## src/rtl/booth_csa_multiplier.sv

```systemverilog
// Sequential radix-4 Booth signed multiplier: one partial product per cycle folded into
// the accumulator through a 3-input carry-save adder; DATA_WIDTH/2 cycles from start to done.

module csa #(
  parameter int WIDTH = 64
) (
  input  logic [WIDTH-1:0] a,
  input  logic [WIDTH-1:0] b,
  input  logic [WIDTH-1:0] c,
  output logic [WIDTH-1:0] result
);
  logic [WIDTH-1:0] sum;
  logic [WIDTH-1:0] carry;

  assign sum    = a ^ b ^ c;
  assign carry  = (a & b) | (a & c) | (b & c);
  // Carry out of the top bit is dropped; the product is exact modulo 2^WIDTH.
  assign result = sum + (carry << 1);
endmodule

module booth_csa_multiplier #(
  parameter int DATA_WIDTH = 32
) (
  input  logic                  clk,
  input  logic                  clr,
  input  logic                  start,
  input  logic [DATA_WIDTH-1:0] multiplicand,
  input  logic [DATA_WIDTH-1:0] multiplier,
  output logic                  busy,
  output logic                  done,
  output logic [DATA_WIDTH-1:0] product_hi,
  output logic [DATA_WIDTH-1:0] product_lo
);
  localparam int PW    = 2 * DATA_WIDTH;
  localparam int CNT_W = (DATA_WIDTH > 2) ? $clog2(DATA_WIDTH / 2) : 1;

  typedef enum logic [1:0] {IDLE, RUN, DONE} state_t;

  state_t              state, state_nxt;
  logic [DATA_WIDTH-1:0] m_reg, q_reg;
  logic [PW-1:0]       acc;
  logic [CNT_W-1:0]    cnt;
  logic                last;
  logic                accept;

  logic [DATA_WIDTH:0] q_ext;
  logic [CNT_W:0]      shamt;
  logic [2:0]          triplet;
  logic                neg, zero, dbl;
  logic [PW-1:0]       m_ext, mag, y;
  logic [PW-1:0]       csa_b, csa_c, csa_sum;

  assign last   = (cnt == CNT_W'(DATA_WIDTH / 2 - 1));
  assign accept = start && (state != RUN);

  always_comb begin
    state_nxt = state;
    case (state)
      IDLE:    if (start) state_nxt = RUN;
      RUN:     if (last) state_nxt = DONE;
      DONE:    state_nxt = start ? RUN : IDLE;
      default: state_nxt = IDLE;
    endcase
  end

  // Appending a zero below Q supplies the implicit Q[-1] for the first triplet.
  assign q_ext   = {q_reg, 1'b0};
  assign shamt   = {cnt, 1'b0};
  assign triplet = 3'(q_ext >> shamt);

  always_comb begin
    neg  = 1'b0;
    zero = 1'b0;
    dbl  = 1'b0;
    case (triplet)
      3'b000, 3'b111: zero = 1'b1;
      3'b001, 3'b010: ;
      3'b011:         dbl = 1'b1;
      3'b100:         begin neg = 1'b1; dbl = 1'b1; end
      default:        neg = 1'b1;
    endcase
  end

  assign m_ext = {{DATA_WIDTH{m_reg[DATA_WIDTH-1]}}, m_reg};
  assign mag   = dbl ? (m_ext << 1) : m_ext;
  assign y     = mag << shamt;
  // Negative digits are added as ~Y with a +1 injected on the third csa input.
  assign csa_b = zero ? '0 : (neg ? ~y : y);
  assign csa_c = {{(PW-1){1'b0}}, neg};

  csa #(.WIDTH(PW)) u_csa (
    .a      (acc),
    .b      (csa_b),
    .c      (csa_c),
    .result (csa_sum)
  );

  always_ff @(posedge clk) begin
    if (clr) begin
      state      <= IDLE;
      m_reg      <= '0;
      q_reg      <= '0;
      acc        <= '0;
      cnt        <= '0;
      product_hi <= '0;
      product_lo <= '0;
    end else begin
      state <= state_nxt;
      if (accept) begin
        m_reg <= multiplicand;
        q_reg <= multiplier;
        acc   <= '0;
        cnt   <= '0;
      end else if (state == RUN) begin
        acc <= csa_sum;
        if (last) begin
          {product_hi, product_lo} <= csa_sum;
          cnt                      <= '0;
        end else begin
          cnt <= cnt + 1'b1;
        end
      end
    end
  end

  assign busy = (state == RUN);
  assign done = (state == DONE);
endmodule

```

## config.mk

```make
export PLATFORM = sky130hd
export DESIGN_NAME = booth_csa_multiplier
export DESIGN_NICKNAME = d
export VERILOG_FILES = /design/src/rtl/booth_csa_multiplier.sv
export SDC_FILE = /design/constraint.sdc
export NUM_CORES = 1
export LEC_CHECK = 0
export ABC_AREA = 1
export CAP_MARGIN = 5
export CORE_ASPECT_RATIO = 0.8
export CORE_MARGIN = 4
export CORE_UTILIZATION = 39
export CTS_BUF_LIST = sky130_fd_sc_hd__clkbuf_4 sky130_fd_sc_hd__clkbuf_8
export CTS_CLUSTER_SIZE = 20
export DETAILED_ROUTE_END_ITERATION = 7
export PLACE_DENSITY = 0.61
export SLEW_MARGIN = 10
export SYNTH_ARGS = -nofsm -noshare
export SYNTH_HDL_FRONTEND = slang
export SYNTH_HIERARCHICAL = 1
export SYNTH_SLANG_ARGS = --single-unit
export TNS_END_PERCENT = 1
```

## constraint.sdc

```tcl
create_clock -name clk -period 5.45 [get_ports clk]
set_clock_uncertainty 0.05 [all_clocks]
set_input_delay 1.09 -clock clk [delete_from_list [all_inputs] [get_ports clk]]
set_output_delay 1.09 -clock clk [all_outputs]
set_load 0.1 [all_outputs]
```

==> summary.txt <==
Die ar. = 48800 um^2
Top-level I/O count = 133
Clock latency on the worst-skew pair = 540 ps
Final WL = 67470 um
FF-to-FF setup slack = 220 ps
Final Power = 7168 uW
Worst path depth = 34
CP most frequent cell = nand2_1
Largest family of logic cells by synthesized area = simple AND/OR/NAND/NOR gates
Synthesized instance count = 3047
Met3 global-route usage = 0.07844
Sequential fraction of the synthesis area = 0.2243
Worst-path maximum fanout = 25
Least-Margin Pin Slew = 1073 ps
Met2 GRT Util = 0.3865
Clk sinks = 198
Vias in the first global route = 18160
Worst Setup SP = cnt[0]
GRT overflow = 0
Simple-gate share of the synthesized area = 0.4239
Mapped Area = 17670 um^2
DR vias = 19500
Leakage = 0.01071 uW
Final setup vio count = 0
Wire length per cell = 17.62 um
PwrDens = 338.7 nW/um^2
Mux cell area share after synthesis = 0
Max reg flops = 64
Avg Inst Size Synth = 5.799 um^2
Layer carrying the most global-route usage = met1
Yosys cell types = 38
Most used DFF post-synth = dfxtp_1
End point of the critical path = acc[45]
DP Wirelength = 54460 um
Asr flop ratio synth = 0
Clock Path Buffers = 2
Hold Buf Count CTS = 0
Fin crit share = 0.9591
Final Max Slew Viols = 0
Antenna Nets Post-Route = 0
Initial Util = 0.3959
Hold Vio Cnt, Final = 0
Crit path max-delay family = simple AND/OR/NAND/NOR gates
FMAX = 191.3 MHz
Setup CP Type = reg2reg
Reg clk slew, reported paths = 120 ps
Slowest CP cell = fa_1
GRT Util Overall = 0.2758
# rows = 69
Reg-to-Reg End = acc[45]
DIE WIDTH = 246.0 um
Unrepaired setup endpoints after global routing = yes
Max cap viols = 0
Max-slew headroom = 0.2827
Largest net degree at the start of global routing = 84
Synth Area in XOR/XNOR = 0.01685
Largest Register = acc
Compound-gate portion of the synthesized area = 0.1011
CTS Buf Count = 17
Drt drc = 0
CP arrival = 5620 ps
M1 GR Usage = 0.4249
Ratio of cells with drive above 1 in the final layout = 0.09147
Reg2Reg Depth = 34
Total Nets Final = 3406
Root buf cell = clkbuf_8
H-tree depth = 4
Global-route wire length before repair = 104200 um
VDD IR-drop max = 0.2161 mV
Min-Delay Path Class = reg2reg
TritonCTS clock tree = yes
Initial DRC Count = 1854
CP required = 5840 ps
Cell Area, Placed = 20080 um^2
Final instance area = 21160 um^2
Crit path time final = 5227 ps
Yosys warnings = 6
Core area = 44630 um^2
Port bufs = 132
Chip Height = 198.4 um
Most common cell after layout, fill and taps aside = nand2_1
Antenna violations before repair = 0
Final Wtd Congestion = 1.008
Reg2reg start = cnt[0]
Post-synthesis register bit count = 198
CP Capture Type = register
TritonRoute pass-1 iters = 6
Number of synthesized flops with an enable pin = 0
Commonest cells after routing, fill and taps aside = nand2_1, inv_1, nand3_1
Slowest stage delay, CP = 460 ps
DR vias/cell = 5.092
Startpoint types = register
CP Buf/Inv Count = 5
Area Overhead vs Synth = 19.77%
Post-Synth Adder-Cell Area = 0.1171
Status = completed
==> cell usage after synthesis (2+ instances only) <==
cell	instances	area share
xor2_1	33	0.016
inv_1	386	0.082
o211ai_1	4	0.0017
o21bai_1	6	0.0025
buf_4	2	0.00085
inv_2	6	0.0013
nand4_1	16	0.0057
nor2_1	276	0.059
clkinv_1	3	0.00064
buf_1	27	0.0057
nor2_4	4	0.0025
clkbuf_1	80	0.017
o21ai_0	149	0.042
nand3_2	11	0.0062
nand3_1	324	0.092
dfxtp_1	198	0.22
nor4_2	2	0.0014
o21ai_1	27	0.0076
nor3_2	4	0.0023
nor2_2	11	0.0039
ha_1	63	0.045
fa_1	64	0.073
nor3_1	13	0.0037
buf_6	6	0.0038
nand2_2	16	0.0057
nand2_1	1132	0.24
buf_2	14	0.0040
nor4_1	2	0.00071
a21oi_1	159	0.045
==> stage by stage <==
step | hold slack, ps | cells | TNS, ps | util | setup WS [ps]
CTS | 415.5 | 3825 | 0 | 0.4607 | 32.09
floorplan | 379.2 | 3109 | 0 | - | 1094
global placement | 396.3 | 3793 | 0 | 0.4499 | 96.77
global route | 428.9 | 3828 | -2212 | 0.4741 | -96.57
finish | 412.4 | 3829 | 0 | 0.4742 | 223.1
detailed placement | 400.1 | 3793 | 0 | 0.4499 | 63.06
==> tightest hold or removal path: cells and delay by family (launching register included) <==
family	cells	cell delay [ps]
buffers and inverters	1	60
DFF	1	320
AOI/OAI and AO/OA	1	50
==> power by group <==
group | leakage, uW | internal (uW) | switching [uW]
clock network | 0.000232 | 570 | 606
registers | 0.00162 | 1550 | 72.7
logic | 0.00887 | 1420 | 2950
==> kinds of logic (layout without fill, tap and decap cells) <==
logic type / count (synthesis) / count (layout)
flops: 198 / 198
buf+inv: 526 / 642
fa+ha+maj: 127 / 127
compound gates: 349 / 349
xor+xnor: 34 / 34
other cells: 1 / 64
simple gates: 1812 / 1812
==> cell type report <==
class                      count  area, um^2
inverter                     396        1493
fill                        4894       23470
sequential                   198        3968
clock buffer                  18       247.7
clock inverter                14       235.2
tap                          603       754.5
multi-input combinational   2385       12450
antenna                        1       2.502
timing repair buffer         214        2012
==> worst min path at each step <==
| stage | to | from | slack, ps | cells past startpoint |
|---|---|---|---|---|
| global route | q_reg[14] | q_reg[14] | 430 | 2 |
| CTS | q_reg[14] | q_reg[14] | 420 | 2 |
| finish | q_reg[22] | q_reg[22] | 410 | 2 |
| floorplan | q_reg[10] | q_reg[10] | 380 | 2 |
| global placement | q_reg[22] | q_reg[22] | 400 | 2 |
| detailed placement | q_reg[14] | q_reg[14] | 400 | 2 |
==> metal layers <==
| layer | share of wire | vias up |
|---|---|---|
| met3 | 0.088 | 43 |
| met2 | 0.39 | 613 |
| met5 | 0 | - |
| met4 | 0.011 | 0 |
| met1 | 0.51 | 9076 |
| li1 | - | 9764 |
==> what timing repair did <==
item | CTS | global route
gates resized for setup | 0 | 146
setup buffers | 0 | 2
endpoints found under the setup margin | 0 | 104
(Power assumes the default switching activity.)
==> edit (same flow settings) <==
Set the parameter `DATA_WIDTH` to 16 (it was 32).
--- a/src/rtl/booth_csa_multiplier.sv
+++ b/src/rtl/booth_csa_multiplier.sv
@@ -21,3 +21,3 @@
 module booth_csa_multiplier #(
-  parameter int DATA_WIDTH = 32
+  parameter int DATA_WIDTH = 16
 ) (
Interface: changed (resized multiplicand, multiplier, product_hi and product_lo); port bits go from 133 to 69. No check against the original RTL was run, so the function may have changed too.
==> edit against the unedited design <==
Total power is 61% lower. Clock power is 58% lower. Sequential cell count is 97 lower. Routed wire length is 66% lower. Non-clock buffer count is 136 lower. Area after synthesis is 52% lower. Worst setup slack better by 0.55 ns. Final area is 55% lower. Sequential share of layout area is 2.5 points higher. Critical path type unchanged. Largest cell class unchanged. Highest routed layer unchanged.
==> edit: results (changes against the unedited design) <==
Detailed routing
  – Vias: 8117 (-58%)
  – M1 wire length: 11700 um (-66%)
  – Drt wl/cell: 13.5 um (-23%)
  – DR top layer: met4
  – Detailed Routing Iterations Pass 1: 5 (-1)
  – DRC marker count from the first detailed-route iteration: 541 (-71%)
  – Metal3 WL: 916 um (-85%)
  – Routed wl met2: 9870 um (-63%)

Layout
  – Final nets: 1504 (-56%)
  – ANT cells: 0 (-1)
  – Max reg flops: 32 (-50%)
  – # fillers: 2277 (-53%)
  – Share of cells above drive strength 1: 0.0823 (-0.00920)

STA
  – Hold WS: 0.420 ns (+0.00741 ns)
  – Fmax: 214 MHz (+12%)
  – Slew HR: 0.333 (+0.0499)

Yosys
  – Cell variety after synth: 34 (-11%)
  – List of most frequent post-synthesis cells: nand2_1 (533), inv_1 (150), nand3_1 (142)
  – XOR/XNOR share of the synthesized area: 0.0187 (+0.00186)
  – Yosys warnings: 6 (unchanged)
  – Largest cells by area after synthesis: dfxtp_1 (24%), nand2_1 (24%), nand3_1 (8.4%)
  – Post-synthesis adder-cell area fraction: 0.124 (+0.00642)
  – Sequential fraction of the synthesis area: 0.240 (+0.0156)
  – Synth Area in Compound Gates: 0.0827 (-0.0184)

Placement
  – GP Congestion: 0.926 (-8.2%)
  – DP Area: 9340 um2 (-54%)
  – Detailed Place HPWL: 17600 um (-68%)
  – I/O Buffers: 68 (-48%)
  – Pre-CTS WS: 0.806 ns (+0.743 ns)

GRT
  – Routing usage on met3: 0.0337 (-0.0447)
  – Largest net degree at the start of global routing: 66 (-21%)
  – Overall Global Routing Usage: 0.194 (-0.0821)
  – Grt met1 use: 0.288 (-0.137)
  – Global-route wire length before repair: 38000 um (-64%)
  – Vias in the first global route: 7575 (-58%)
  – M2 GR Usage: 0.301 (-0.0851)

Setup path
  – Crit-path max cell delay: 0.43 ns (-0.03 ns)
  – CP top delay family: simple AND/OR/NAND/NOR gates
  – Worst Setup SP: cnt[0]
  – CP max FO: 30 (+20%)
  – CP arrival: 4.94 ns (-0.68 ns)
  – Critical path endpoint: acc[16]
  – FF-to-FF setup slack: 0.78 ns (+0.55 ns)

Clock network
  – CTS buffer count: 9 (-8)
  – H-tree Lvls: 3 (-1)
  – Clock-pin slew on the worst setup and hold paths: 0.12 ns (about the same)
  – Post-CTS repair timing setup buffer count: 0 (unchanged)
  – Clk_lat worst skew: 0.40 ns (-0.14 ns)

Pwr
  – Leakage Power: 4.91 nW (-54%)
  – Peak supply drop: 0.167 mV (-23%)

Min path
  – Hold path startpoint: q_reg[14]
  – Worst Hold Path EP: q_reg[14]

Status
  – Status: finished clean
## edit: metrics by stage
stage / utilization / cells
detailed placement: 0.446 / 1663
finish: 0.455 / 1679
floorplan: - / 1369
global route: 0.455 / 1679
global placement: 0.446 / 1663
CTS: 0.455 / 1679
## edit: kinds of logic after synthesis
family,count (synthesis)
buffers and inverters,208
adder cells (fa/ha/maj),64
AND/OR/NAND/NOR,814
other,1
flip-flops,101
XOR/XNOR,18
AO/OA/AOI/OAI,133
## edit: cell type report
cell class                      count  share of cell area
Clock inverter                      7             0.00683
Tap cell                          269              0.0353
Multi-Input combinational cell   1060               0.592
Sequential cell                   101               0.212
Timing Repair Buffer               78              0.0793
Clock buffer                        9              0.0130
Inverter                          155              0.0611
## edit: power breakdown
| part | switching (mW) | internal [mW] |
|---|---|---|
| logic | 0.990 | 0.490 |
| registers | 0.0356 | 0.785 |
| clock network | 0.314 | 0.178 |
| total | 1.34 | 1.45 |
